<file path="config.mk">
export PLATFORM = sky130hd
export DESIGN_NAME = branch_predict_ctrl
export DESIGN_NICKNAME = d
export VERILOG_FILES = /design/src/rtl/branch_predict_ctrl.sv
export SDC_FILE = /design/constraint.sdc
export NUM_CORES = 1
export LEC_CHECK = 0
export BUFFER_PORTS_ARGS = -buffer_cell sky130_fd_sc_hd__buf_2
export CORE_MARGIN = 10
export CORE_UTILIZATION = 58
export DETAILED_ROUTE_END_ITERATION = 10
export GPL_ROUTABILITY_DRIVEN = 0
export PLACE_DENSITY_LB_ADDON = 0.12
export SETUP_SLACK_MARGIN = 0.5
export SLEW_MARGIN = 20
export SYNTH_ARGS = -nofsm -noshare
export SYNTH_HDL_FRONTEND = slang
export SYNTH_SLANG_ARGS = --single-unit
</file>
<file path="constraint.sdc">
create_clock -name clk -period 5.5 [get_ports clk]
set_input_delay 0 -clock clk [delete_from_list [all_inputs] [get_ports clk]]
set_output_delay 0 -clock clk [all_outputs]
set_load 0.01 [all_outputs]
</file>
<file path="src/rtl/branch_predict_ctrl.sv">
// Branch predictor and redirect controller: 2-bit saturating BHT, mispredict redirect and front-end flush drain.
// Optional feature macro: BP_STATS_EN enables the branch/mispredict counters (ports tied to 0 otherwise).
//
// state    | meaning
// IDLE     | normal operation, resolutions train the BHT
// REDIRECT | one-cycle redirect pulse, front end flushed
// DRAIN    | flush held for FLUSH_CYCLES cycles, wrong-path resolutions ignored
module branch_predict_ctrl #(
    parameter int BHT_ENTRIES  = 64,
    parameter int FLUSH_CYCLES = 2
) (
    input  logic        clk,
    input  logic        rst,
    input  logic        if_valid,
    input  logic [31:0] if_pc,
    output logic        if_pred_taken,
    input  logic        ex_valid,
    input  logic        ex_is_branch,
    input  logic [31:0] ex_pc,
    input  logic        ex_taken,
    input  logic        ex_pred_taken,
    input  logic [31:0] ex_target,
    output logic        redirect_valid,
    output logic [31:0] redirect_pc,
    output logic        flush,
    output logic        busy,
    output logic [31:0] branch_count,
    output logic [31:0] mispred_count
);

    localparam int IDX_W = $clog2(BHT_ENTRIES);
    localparam int CNT_W = (FLUSH_CYCLES > 1) ? $clog2(FLUSH_CYCLES) : 1;
    localparam logic [CNT_W-1:0] CNT_INIT = CNT_W'(FLUSH_CYCLES - 1);

    typedef enum logic [1:0] {
        IDLE     = 2'd0,
        REDIRECT = 2'd1,
        DRAIN    = 2'd2
    } state_t;

    state_t             state_q, state_d;
    logic [CNT_W-1:0]   cnt_q, cnt_d;
    logic [31:0]        redirect_pc_q, redirect_pc_d;
    logic [1:0]         bht_q [BHT_ENTRIES];
    logic [1:0]         bht_d [BHT_ENTRIES];
    logic [IDX_W-1:0]   if_idx, ex_idx;
    logic [1:0]         ex_ctr;
    logic               res, mis;
    logic               unused_pc_bits;

    assign if_idx = if_pc[IDX_W+1:2];
    assign ex_idx = ex_pc[IDX_W+1:2];
    assign ex_ctr = bht_q[ex_idx];
    assign unused_pc_bits = ^{if_pc[31:IDX_W+2], if_pc[1:0]};

    // Lookup reads the registered table, so a same-cycle update is not visible.
    assign if_pred_taken = if_valid & bht_q[if_idx][1];

    assign res = ex_valid & ex_is_branch & (state_q == IDLE);
    assign mis = res & (ex_taken != ex_pred_taken);

    always_comb begin
        bht_d = bht_q;
        if (res) begin
            if (ex_taken)
                bht_d[ex_idx] = (ex_ctr == 2'b11) ? 2'b11 : ex_ctr + 2'd1;
            else
                bht_d[ex_idx] = (ex_ctr == 2'b00) ? 2'b00 : ex_ctr - 2'd1;
        end
    end

    always_comb begin
        state_d       = state_q;
        cnt_d         = cnt_q;
        redirect_pc_d = redirect_pc_q;
        case (state_q)
            IDLE: begin
                if (mis) begin
                    state_d       = REDIRECT;
                    redirect_pc_d = ex_taken ? ex_target : ex_pc + 32'd4;
                end
            end
            REDIRECT: begin
                state_d = DRAIN;
                cnt_d   = CNT_INIT;
            end
            DRAIN: begin
                if (cnt_q == '0)
                    state_d = IDLE;
                else
                    cnt_d = cnt_q - 1'b1;
            end
            default: state_d = IDLE;
        endcase
    end

    always_ff @(posedge clk or posedge rst) begin
        if (rst) begin
            state_q       <= IDLE;
            cnt_q         <= '0;
            redirect_pc_q <= '0;
            for (int i = 0; i < BHT_ENTRIES; i++)
                bht_q[i] <= 2'b01;
        end else begin
            state_q       <= state_d;
            cnt_q         <= cnt_d;
            redirect_pc_q <= redirect_pc_d;
            bht_q         <= bht_d;
        end
    end

    assign redirect_valid = (state_q == REDIRECT);
    assign flush          = (state_q != IDLE);
    assign busy           = (state_q != IDLE);
    assign redirect_pc    = redirect_pc_q;

`ifdef BP_STATS_EN
    logic [31:0] branch_count_q, branch_count_d;
    logic [31:0] mispred_count_q, mispred_count_d;

    always_comb begin
        branch_count_d  = branch_count_q + {31'd0, res};
        mispred_count_d = mispred_count_q + {31'd0, mis};
    end

    always_ff @(posedge clk or posedge rst) begin
        if (rst) begin
            branch_count_q  <= '0;
            mispred_count_q <= '0;
        end else begin
            branch_count_q  <= branch_count_d;
            mispred_count_q <= mispred_count_d;
        end
    end

    assign branch_count  = branch_count_q;
    assign mispred_count = mispred_count_q;
`else
    assign branch_count  = '0;
    assign mispred_count = '0;
`endif

endmodule
</file>
**Yosys cells after proc, flatten, opt, wreduce, memory -nomap -nowiden**

Index checks and enable logic that the tools add are counted.
W data, S select, Z words.

- Flip-flop bits (word level): 163
- Input port bits: 103
- Word-level logic and storage cells: 112
- Output and inout port bits: 100

- Bitwise logic cells: 6
- Mux-type cells: 19
- $lt $le $gt $ge: 3
- Add/subtract/negate cells: 4
- Reductions and logical operators: 7
- Equal/unequal tests: 6

Operator list:

| kind | count |
|---|---|
| $bwmux W128 | 2 |
| $mux W128 | 1 |
| $add A32 B3 Y32 const B | 1 |
| $mux W32 | 1 |
| $bmux W2 S6 | 2 |
| $mux W2 | 9 |
| $ge A7 B7 Y1 const B | 2 |
| $not A6 Y7 | 2 |
| $demux W2 S6 | 1 |
| $lt A7 B1 Y1 const B | 1 |
| $pmux W2 S3 | 1 |
| $and A1 B1 Y1 | 4 |
| $eq A2 B2 Y1 const B | 2 |
| $logic_not A2 Y1 | 2 |
| $ne A2 B2 Y1 const B | 2 |
| $reduce_and A2 Y1 | 2 |
| $reduce_bool A2 Y1 | 2 |
| $add A2 B1 Y2 const B | 1 |
| $eq A2 B1 Y1 const B | 1 |
| $pmux W1 S2 | 1 |
| $sub A2 B1 Y2 const B | 1 |
| $logic_and A1 B1 Y1 | 1 |
| $mux W1 | 1 |
| $ne A1 B1 Y1 | 1 |
| $sub A1 B1 Y1 const B | 1 |

**Depth between registers and ports, before layout**

Gate-level depths: netlist (run 1).

- Word-level depth: 8
- Depth in mapped cells: 13
- Gate-level depth less buffers: 8

**Worst setup path after synthesis (run 1)**

OpenSTA, ideal clock, no wires.

- Kind: flip-flop to flip-flop
- From: reg bht_q[26] (netlist bit)
- To: reg bht_q[17] (netlist bit)
- Clock period less this slack: 2.232 ns
- Arrival time: 2.159 ns
- Buffers on the path: 1
- Stages on the path, launching flop included: 8
- Path slack: 3.268 ns
- Setup time: 0.072 ns
- Path through: dfstp_2 -> or3b_2 -> a21boi_0 -> o41ai_2 -> nand4_1 -> clkbuf_1 -> a2111oi_2 -> nor2_1

- Cells in the longest elaborated chain, start to end: 7
- Elaborated cells between the ends (all ways): 12
- Classes of those cells: add/sub (2); eq/ne (1); mux (8); reduce/logical (1)

Ends and longest elaborated chain:

| what | RTL line | RTL |
|---|---|---|
| start: declaration | 44 | `logic [1:0] bht_q [BHT_ENTRIES];` |
| start signal: assignment | 108 | `bht_q <= bht_d;` |
| $bmux W2 S6 (*) | 53 | `assign ex_ctr = bht_q[ex_idx];` |
| $mux W2 (implied by the code) (*) (2 in series) | 53 |  |
| $sub A2 B1 Y2, or another cell as far along | 68 | `bht_d[ex_idx] = (ex_ctr == 2'b00) ? 2'b00 : ex_ctr - 2'd1;` |
| $mux W2, on equally long branches | 68, 66 |  |
| $bwmux W128, on equally long branches | 68, 66 |  |
| $mux W128 (*) | 65 | `if (ex_taken)` |

Every way passes the cells marked *; elsewhere a longest branch is shown, timed or not. The select of a mux whose other input is x is not followed.
A chain may end at the register's enable or synchronous reset.

**Worst setup path in the final report (run 1)**

- From: in ex_pc[3]
- To: reg bht_q[93] (netlist bit)

- Cells in the longest elaborated chain, start to end: 8
- Elaborated cells between the ends (all ways): 18
- Classes of those cells: add/sub (2); order compare (2); eq/ne (1); mux (10); bitwise (1); reduce/logical (2)

Ends and longest elaborated chain:

| what | RTL line | RTL |
|---|---|---|
| start: declaration | 19 | `input logic [31:0] ex_pc,` |
| $not A6 Y7 (*) | 53, 66, 68 |  |
| $bmux W2 S6 | 53 |  |
| $mux W2 (implied by the code) (2 in series) | 53 |  |
| $sub A2 B1 Y2, or another cell as far along | 68 |  |
| $mux W2, on equally long branches | 68, 66 |  |
| $bwmux W128, on equally long branches | 68, 66 |  |
| $mux W128 (*) | 65 |  |

Marked as above.

==> results of run 1 <==
[synthesized netlist by cell type, types with 5 or more instances]
library cell,count
nor2_1,214
nand3_1,64
and4_1,5
a21boi_0,6
nand3b_1,21
and3b_1,10
nand2b_1,6
o21ai_0,32
a2111oi_2,28
and3_1,7
mux4_2,33
a22oi_1,33
a21oi_1,30
xnor2_1,18
dfrtp_1,99
nand4_1,5
xor2_1,8
nand2_1,90
nor3b_1,5
dfstp_2,64
a211oi_1,32
buf_2,34
nor3_1,11
buf_6,16
mux2i_1,23
o22ai_1,130
or3_1,69
clkbuf_1,76
buf_4,76
inv_1,9
ha_1,5
or3b_2,11
a221oi_1,32
mux2_2,5
[layer usage]
metal	vias up	part of all wire, %	wire, um
met2	648	47	18100
met4	0	4.1	1580
li1	5140	-	-
met5	-	0	0
met3	126	9.5	3680
met1	5584	39	15100
[power breakdown]
group / switching, W / internal (W) / total [W]
logic: 0.000684 / 0.000479 / 0.00116
registers: 0.000173 / 0.00153 / 0.00170
clock network: 0.000534 / 0.000784 / 0.00132
total: 0.00139 / 0.00279 / 0.00418
[cells in the final DEF, fill, tap and decap left out, drive strengths merged, types with 34 or more instances in the layout]
cell and count:
nor2 214, buf 131, o22ai 130, dfrtp 99
nand2 91, or3 69, nand3 65, conb 64
dfstp 64, dlygate4sd3 45, o21ai 35, mux4 34
[how the worst max path moves through the flow]
stage | endpoint | start | slack [ps] | cells past startpoint
2_1_floorplan | bht_q[101]$_DFFE_PP0P_ | rst | 1200 | 1
3_3_place_gp | bht_q[93]$_DFFE_PP0P_ | ex_pc[3] | 1770 | 9
3_5_place_dp | bht_q[93]$_DFFE_PP0P_ | ex_pc[3] | 1670 | 9
4_1_cts | bht_q[93]$_DFFE_PP0P_ | ex_pc[3] | 2110 | 9
5_1_grt | bht_q[93]$_DFFE_PP0P_ | ex_pc[3] | 1780 | 9
6_report | bht_q[93]$_DFFE_PP0P_ | ex_pc[3] | 2030 | 9
[logic make-up after synthesis]
group                    synth area share, %
AO/OA/AOI/OAI                           21.7
XOR/XNOR                                1.88
adder cells (fa/ha/maj)                0.517
buffers and inverters                   10.3
flip-flops                              34.4
multiplexers                            8.85
other                                 0.0310
AND/OR/NAND/NOR                         22.3
[metrics by stage]
| stage | hold WS (ps) | worst slack (ps) | util (%) | total power, W | std cells |
|---|---|---|---|---|---|
| 6_report | 15.7 | 2030 | 65.3 | 0.00418 | 1712 |
| 5_1_grt | 40.8 | 1780 | 65.2 | 0.00437 | 1710 |
| 4_1_cts | 11.4 | 2110 | 65.2 | 0.00417 | 1707 |
| 3_5_place_dp | 130 | 1670 | 59.9 | 0.00281 | 1630 |
| 3_3_place_gp | 129 | 1770 | 59.9 | 0.00278 | 1630 |
| 2_1_floorplan | 144 | 1200 | - | 0.00247 | 1433 |
[registers in the layout, indices dropped and copies added, names as in the netlist]
signal       flops
bht_q          128
redirect_pc     32
state_q          2
cnt_q            1
[area by class of cell]
cell class              instances  share of cell area [%]
repair buffers                176                    8.73
multi-input cells            1056                    52.3
clock buffers                  19                    3.41
clock inverters                13                    1.35
diodes                          5                  0.0941
inverters                      10                   0.320
flip-flops and latches        163                    31.3
well taps                     270                    2.54
[worst max-delay path, stage by stage]
cell and delay (ps):
buf_2 790, buf_4 410, mux2i_1 210, mux4_2 240, a31oi_1 90, or4_4 970
buf_4 440, a2111oi_0 450, nor2_1 100
==> qor.yml, run 1 <==
setup_path:
  ff2ff_path_depth: 7
  crit_type: "in2reg"
  cp_max_fo: 96
  critPathLaunchType: "input pin"
  cp.arrival_ps: 3770
  r2r_end: "bht_q[93]$_DFFE_PP0P_"
  end_kind: "register"
  ff2ff_setup_slack_ps: 2270
  crit_required_ps: 5800
  r2r-start: "bht_q[29]$_DFFE_PP0P_"
global_routing:
  grt.met1_usage_pct: 36.8
  grt_pass1_vias: 11000
  grt_pass1_wl_um: 60100
  track_usage_pct: 27.8
  grt_overflow_total: 0
  grt_use_met2_pct: 43.5
  antenna_found_initial: 3
  grt.met3_usage_pct: 5.48
  grt_busiest_layer: "met2"
  grt_max_degree: 109
logic_synthesis:
  synth_edf_count: 0
  synthFlopType: "dfrtp_1"
  synth_area_sq_um: 12100
  synth.area.top_cells: "dfrtp_1 (20%), dfstp_2 (14%), o22ai_1 (6.7%), nor2_1 (6.6%), mux4_2 (6.1%)"
  syn_avg_cell_area_sq_um: 8.84
  synth-seq-cells: 163
  ys_seq_area_share_pct: 34.4
  ys_types: 67
  yosysWarnings: 0
  ys_async_sr_fraction_pct: 100
  yosysTopAreaCellShare_pct: 20.5
  synthCells: 1370
  yosysTopAreaCell: "dfrtp_1"
timing:
  setup_tns_ps: 0
  period_needed_ps: 3470
  clock_skew_ps: 16.5
  rsz0062_at_grt: "false"
  tightest_slew_ps: 1100
  drv_slew: 0
  fin_crit_sh_pct: 63.0
  finalSetupViolCount: 0
  max-slew-margin-rel_pct: 26.8
  max_freq_mhz: 289
  hold_violations: 0
cts:
  ctsHoldBuffers: 45
  path_clk_slew_ps: 70
  cts_tree: "done"
  cts.path.max_buffers: 2
  clock_sinks: 163
  post-cts-setup-buffer-count: 0
  cts_buffers: 17
  clk_latency_ps: 440
  root_buffer: "clkbuf_16"
  htreeDepth: 4
  ctsResizeCount: 0
worst_hold_path:
  worstHoldPathCells: 5
  min-delay-start: "ex_pc[15]"
  hold_path.class: "in2reg"
  min_to: "redirect_pc[15]$_DFFE_PP0P_"
layout:
  design_area_sq_um: 13300
  drive_above_1_share_pct: 22.3
  area_growth_pct: 9.80
  n_fill_cell: 1703
  register_area_sq_um: 4160
  nets: 1532
  multi_input_area_sq_um: 6950
status:
  status: "finished, final reports clean"
floorplanning:
  fp.dieArea_sq_um: 27100
  coreArea_sq_um: 20400
  std_cell_rows: 52
  die_y_um: 164
  die_x_um: 164
  io_pins: 203
  start_util_pct: 59.4
routing:
  dr_total_vias: 11500
  drc: 0
  vias_per_cell: 6.72
  wl_per_cell_um: 22.5
  firstDrtPassIters: 6
  wl_um: 38500
  drt-initial-drc-count: 1271
  detail-route-antenna-nets: 0
placement:
  io_buffers: 112
  dp_hpwl_um: 23600
  post_dp_cell_area_sq_um: 12200
power:
  p_leak_nw: 5.24
  peakVddDrop_uv: 215
  power_density_nw_per_um2: 315
flow_run:
  max_cap_viol_count: 0
(Power assumes the default switching activity.)
==> run 2, diff against run 1 <==
--- a/config.mk
+++ b/config.mk
@@ -5,9 +5,10 @@
 export SDC_FILE = /design/constraint.sdc
 export NUM_CORES = 1
 export LEC_CHECK = 0
+export ABC_AREA = 1
 export BUFFER_PORTS_ARGS = -buffer_cell sky130_fd_sc_hd__buf_2
 export CORE_MARGIN = 10
-export CORE_UTILIZATION = 58
+export CORE_UTILIZATION = 57
 export DETAILED_ROUTE_END_ITERATION = 10
 export GPL_ROUTABILITY_DRIVEN = 0
 export PLACE_DENSITY_LB_ADDON = 0.12
==> constraint.sdc (replaced) <==
create_clock -name clk -period 3.4 [get_ports clk]
set_input_delay 0 -clock clk [delete_from_list [all_inputs] [get_ports clk]]
set_output_delay 0 -clock clk [all_outputs]
set_load 0.01 [all_outputs]
==> qor.yml, run 2 <==
timing:
  tightest_slew_ps: 965  # -133 ps
  max-slew-margin-rel_pct: 35.5  # +8.8 points
  clock_skew_ps: 9.45  # -7.05 ps
  drv_slew: 0  # unchanged
  max_freq_mhz: 368
  finalSetupViolCount: 0  # unchanged
  period_needed_ps: 2720
  setup_tns_ps: 0  # unchanged
  hold_violations: 0  # unchanged
  fin_crit_sh_pct: 79.9
  rsz0062_at_grt: "false"
setup_path:
  end_kind: "register"
  crit_type: "reg2reg"
  crit_required_ps: 3780  # -2020 ps
  cp.arrival_ps: 3100  # -670 ps
  critPathLaunchType: "register"
  cp_max_fo: 22  # -77%
cts:
  root_buffer: "clkbuf_16"
  ctsResizeCount: 0  # unchanged
  cts.path.max_buffers: 2  # unchanged
  clk_latency_ps: 440  # about the same
  cts_tree: "done"
  path_clk_slew_ps: 70  # about the same
  htreeDepth: 4  # unchanged
  cts_buffers: 17  # unchanged
  clock_sinks: 163  # unchanged
logic_synthesis:
  synthCells: 1560  # +14%
  ys_async_sr_fraction_pct: 100  # unchanged
  yosysTopAreaCellShare_pct: 23.0  # +2.6 points
  synth-seq-cells: 163  # unchanged
  synth_area_sq_um: 10800  # -11%
  yosysWarnings: 0  # unchanged
  synth.most_common_cell: "nand2_1"
  ys_top_cells_by_count: "nand2_1 (444), nor2_1 (209), inv_1 (161)"
  ys_types: 44  # -34%
  synthFlopType: "dfrtp_1"
  ys_seq_area_share_pct: 38.7  # +4.3 points
  syn_avg_cell_area_sq_um: 6.90  # -22%
  synth.area.top_cells: "dfrtp_1 (23%), dfstp_2 (16%), nand2_1 (15%), nor2_1 (7.3%), inv_1 (5.6%)"
  yosysTopAreaCell: "dfrtp_1"
  synth_edf_count: 0  # unchanged
power:
  p_sw_w: 0.00218  # +57%
  power_frac_comb_pct: 28.4  # +0.6 points
  power_density_nw_per_um2: 545  # +73%
  sw_frac_of_total_pct: 32.3  # -0.98 points
  peakVddDrop_uv: 389  # +81%
  power_w: 0.00676  # +62%
  seq_power_share_pct: 39.5  # -1.2 points
  p_int_w: 0.00458  # +64%
  p_leak_nw: 6.57  # +25%
  clkPwrFrac_pct: 32.1  # +0.6 points
global_routing:
  track_usage_pct: 26.3  # -1.5 points
  grt_overflow_total: 0  # unchanged
  grt_pass1_wl_um: 52000  # -13%
  grt_max_degree: 67  # -39%
  grt_pass1_vias: 9781  # -11%
  antenna_found_initial: 0  # -3
routing:
  detail-route-antenna-nets: 0  # unchanged
  drc: 0  # unchanged
  wl_per_cell_um: 16.9  # -25%
  drt-initial-drc-count: 942  # -26%
  wl_um: 32800  # -15%
  vias_per_cell: 5.33  # -21%
  dr_total_vias: 10400  # -10%
  firstDrtPassIters: 6  # unchanged
layout:
  nets: 1805  # +18%
  final_common_cell: "nand2_1"
  largest_register_ffs: 128  # unchanged
  layout_common_cells: "nand2_1 (444), nor2_1 (209), inv_1 (160)"
  drive_above_1_share_pct: 19.8  # -2.5 points
  top_register: "bht_q"
  area_growth_pct: 15.4
  antennaDiodeCount: 0  # -5
status:
  status: "finished, final reports clean"
floorplanning:
  coreArea_sq_um: 18600  # -8.5%
  die_y_um: 157  # -4.3%
  std_cell_rows: 50  # -3.8%
  start_util_pct: 57.7  # -1.7 points
  die_x_um: 157  # -4.3%
  io_pins: 203  # unchanged
  fp.dieArea_sq_um: 24800  # -8.4%
worst_hold_path:
  hold_path.class: "in2reg"
flow_run:
  max_cap_viol_count: 0  # unchanged
placement:
  dp_hpwl_um: 21300  # -9.5%
  io_buffers: 112  # unchanged
run 2: changes by cell type after synthesis, moves of 53 or more:
cell	previous run	this run
o22ai_1	130	0
nand3_1	64	117
inv_1	9	161
or2_2	1	59
or3_1	69	0
nand2_1	90	444
run 2: logic make-up after synthesis:
family | Yosys count | synth area share [%]
adder cells (fa/ha/maj) | 5 | 0.582
buffers and inverters | 305 | 14.4
other | 1 | 0.0349
AO/OA/AOI/OAI | 216 | 12.0
XOR/XNOR | 6 | 0.489
flip-flops | 163 | 38.7
AND/OR/NAND/NOR | 864 | 33.9
run 2: path summary, 6_finish.rpt:
check,startpoint,to,slack (ps),depth (start not counted)
min in group asynchronous,rst,state_q[0]$_DFFE_PP0P_,310,3
hold reg to reg,redirect_pc[28]$_DFFE_PP0P_,redirect_pc[28]$_DFFE_PP0P_,480,2
hold / removal,ex_pc[27],redirect_pc[27]$_DFFE_PP0P_,30,5
max in group asynchronous,rst,bht_q[66]$_DFFE_PP1P_,2180,4
setup reg to reg,state_q[0]$_DFFE_PP0P_,redirect_pc[0]$_DFFE_PP0P_,680,10
setup / recovery,state_q[0]$_DFFE_PP0P_,redirect_pc[0]$_DFFE_PP0P_,680,10
run 2: cell type report:
| class | instances | area [sq um] |
|---|---|---|
| Inverter | 166 | 629 |
| Fill cell | 1619 | 6230 |
| Clock buffer | 20 | 457 |
| Tap cell | 234 | 293 |
| Multi-Input combinational cell | 1155 | 5280 |
| Sequential cell | 163 | 4160 |
| Timing Repair Buffer | 194 | 1380 |
| Clock inverter | 12 | 203 |
run 2: per-layer routing:
layer,part of all wire (%),GRT usage (%),wire length (um),up-vias
li1,-,-,-,5032
met1,42,34.7,13700,4737
met2,46,42.7,15100,523
met3,9.9,5.16,3260,61
met4,2.2,7.79,711,0
met5,0,0,0,-
run 2: power groups by stage:
stage	clock network [W]	logic, W	registers (W)
2_1_floorplan	0	0.00112	0.00274
3_3_place_gp	0	0.00165	0.00268
3_5_place_dp	0	0.00169	0.00269
4_1_cts	0.00219	0.00188	0.00266
5_1_grt	0.00227	0.00215	0.00272
6_report	0.00217	0.00192	0.00267
run 2: stage by stage:
step	hold slack (ps)	worst slack [ps]	instances	instance area, sq um	utilization [%]
final	30.4	683	1944	12400	66.6
after global routing	42.6	543	1944	12400	66.6
after CTS	21.7	759	1944	12400	66.6
after detailed placement	240	959	1854	11200	59.9
after global placement	236	995	1854	11200	59.9
after floorplan	142	1380	1623	11000	-
run 2: timing repair:
action	4_1_cts	5_1_grt
setup buffers	0	0
hold buffers	58	0
endpoints found under the hold margin	64	0
run 2: worst max-delay path, stage by stage (launching register included):
cell           delay, ps
dfrtp_1              380
inv_1                120
ha_1                 220
nand3_1              170
clkinv_1             210
nand2_1              100
inv_1                270
buf_4                330
nor2_1               100
a31oi_1              180
dlygate4sd3_1        570
==> run 3, diff against run 2 <==
==> constraint.sdc (replaced) <==
create_clock -name clk -period 2.85 [get_ports clk]
set_input_delay 0 -clock clk [delete_from_list [all_inputs] [get_ports clk]]
set_output_delay 0 -clock clk [all_outputs]
set_load 0.01 [all_outputs]
==> qor.yml, run 3 (synthesis gave the netlist of run 2 again) <==
cts:
  path_clk_slew_ps: 70  # about the same
  cts.path.max_buffers: 2  # unchanged
  cts_buffers: 17  # unchanged
  cts_tree: "done"
  root_buffer: "clkbuf_16"
  clock_sinks: 163  # unchanged
  clk_latency_ps: 440  # about the same
  htreeDepth: 4  # unchanged
global_routing:
  antenna_found_initial: 1  # +1
  track_usage_pct: 26.3  # about the same
  grt_pass1_vias: 9845  # +0.65%
  grt_max_degree: 65  # -3.0%
  grt_overflow_total: 0  # unchanged
  grt_pass1_wl_um: 52400  # +0.74%
floorplanning:
  die_y_um: 157  # unchanged
  fp.dieArea_sq_um: 24800  # unchanged
  start_util_pct: 57.7  # unchanged
  die_x_um: 157  # unchanged
  coreArea_sq_um: 18600  # unchanged
  io_pins: 203  # unchanged
  std_cell_rows: 50  # unchanged
status:
  status: "finished, final reports clean"
layout:
  layout_common_cells: "nand2_1 (443), nor2_1 (205), inv_1 (159)"
  area_growth_pct: 16.7
  top_register: "bht_q"
  final_common_cell: "nand2_1"
  drive_above_1_share_pct: 21.0  # +1.2 points
  largest_register_ffs: 128  # unchanged
  nets: 1817  # +0.66%
  n_fill_cell: 1626  # +0.43%
timing:
  finalSetupViolCount: 0  # unchanged
  hold_violations: 0  # unchanged
  fin_crit_sh_pct: 79.0  # -0.90 points
  max-slew-margin-rel_pct: 34.5  # -1.0 points
  clock_skew_ps: 7.36  # -2.09 ps
  drv_slew: 0  # unchanged
  rsz0062_at_grt: "true"
  fin_ws_ps: 599  # -84.9 ps
  period_needed_ps: 2250  # -465 ps
  tightest_slew_ps: 981  # +15.7 ps
  max_freq_mhz: 444  # +21%
  setup_tns_ps: 0  # unchanged
setup_path:
  crit_required_ps: 3190  # -590 ps
  critPathLaunchType: "register"
  cp_max_fo: 8  # -64%
  end_kind: "register"
  r2r_end: "redirect_pc[19]$_DFFE_PP0P_"
  r2r-start: "state_q[0]$_DFFE_PP0P_"
  crit_type: "reg2reg"
  ff2ff_setup_slack_ps: 600  # -80 ps
  ff2ff_path_depth: 9  # -1
  cp.arrival_ps: 2590  # -510 ps
routing:
  firstDrtPassIters: 5  # -1
  vias_per_cell: 5.36  # +0.60%
  dr_total_vias: 10500  # +1.3%
  drt-initial-drc-count: 843  # -11%
  drc: 0  # unchanged
  wl_per_cell_um: 17.0  # +0.55%
  detail-route-antenna-nets: 0  # unchanged
  wl_um: 33200  # +1.2%
power:
  p_leak_nw: 6.62  # +0.86%
  power_w: 0.00779  # +15%
  power_density_nw_per_um2: 620  # +14%
  peakVddDrop_uv: 479  # +23%
placement:
  dp_slack_ps: 439  # -520 ps
  dp_hpwl_um: 21800  # +1.9%
  io_buffers: 112  # unchanged
worst_hold_path:
  hold_path.class: "in2reg"
  worstHoldPathCells: 5  # unchanged
  min_to: "redirect_pc[27]$_DFFE_PP0P_"
  min-delay-start: "ex_pc[27]"
flow_run:
  max_cap_viol_count: 0  # unchanged
run 3: cell count changes in the layout (fill, tap and decap cells not counted), moves of 4 or more:
cell     previous run  this run
buf_4              19        24
nand3_1           117       111
nand3_2             1         7
nor2_1            209       205
nor2_2              4         8
run 3: worst max-delay path by stage:
stage | slack (ps) | to | start | cells after the start
global placement | 490 | bht_q[44]$_DFFE_PP1P_ | state_q[0]$_DFFE_PP0P_ | 9
global route | 440 | redirect_pc[19]$_DFFE_PP0P_ | state_q[0]$_DFFE_PP0P_ | 9
detailed placement | 440 | bht_q[19]$_DFFE_PP0P_ | ex_pc[3] | 13
floorplan | 830 | bht_q[101]$_DFFE_PP0P_ | rst | 1
CTS | 490 | bht_q[72]$_DFFE_PP1P_ | state_q[0]$_DFFE_PP0P_ | 9
finish | 600 | redirect_pc[19]$_DFFE_PP0P_ | state_q[0]$_DFFE_PP0P_ | 9
run 3: routing by layer:
layer,track usage [%],vias up,part of all wire [%]
met5,0,-,0
met4,8.28,0,2.3
li1,-,5060,-
met1,34.7,4822,42
met3,5.43,64,10
met2,42.3,539,46
run 3: layout make-up:
type                    count  area (sq um)  area share (%)
flip-flops and latches    163          4160            33.1
clock buffers              21           460            3.67
clock inverters            11           150            1.20
well taps                 234           293            2.33
multi-input cells        1157          5370            42.8
repair buffers            204          1480            11.8
diodes                      1          2.50          0.0199
inverters                 166           637            5.07
run 3: per-stage QoR:
stage	utilization (%)	area, sq um	hold WS, ps	cells
finish	67.3	12600	5.82	1957
detailed placement	60.1	11200	253	1858
global placement	60.1	11200	234	1858
global route	67.3	12600	67.5	1957
CTS	66.7	12400	1.97	1950
floorplan	-	11000	142	1623
run 3: critical path, stage by stage, from the launching register on:
cell	delay, ps
dfrtp_1	350
inv_1	90
ha_1	240
nand3_2	130
clkinvlp_4	180
nand2_1	180
clkinvlp_4	190
o211ai_1	150
dlygate4sd3_1	570
nand2_1	40
run 3: where the power goes:
part	leakage (nW)	switching, W	internal [W]
logic	4.38	0.00132	0.000842
clock network	0.294	0.00100	0.00143
registers	1.95	0.000291	0.00290
total	6.62	0.00261	0.00517
run 3: timing repair:
item / in CTS / in global routing
endpoints found under the hold margin: 52 / 0
endpoints found under the setup margin: 10 / 107
gates resized for setup: 2 / 16
hold buffers: 60 / 0
gates cloned: 0 / 2
pin swaps: 0 / 2
buffers inserted: 0 / 4
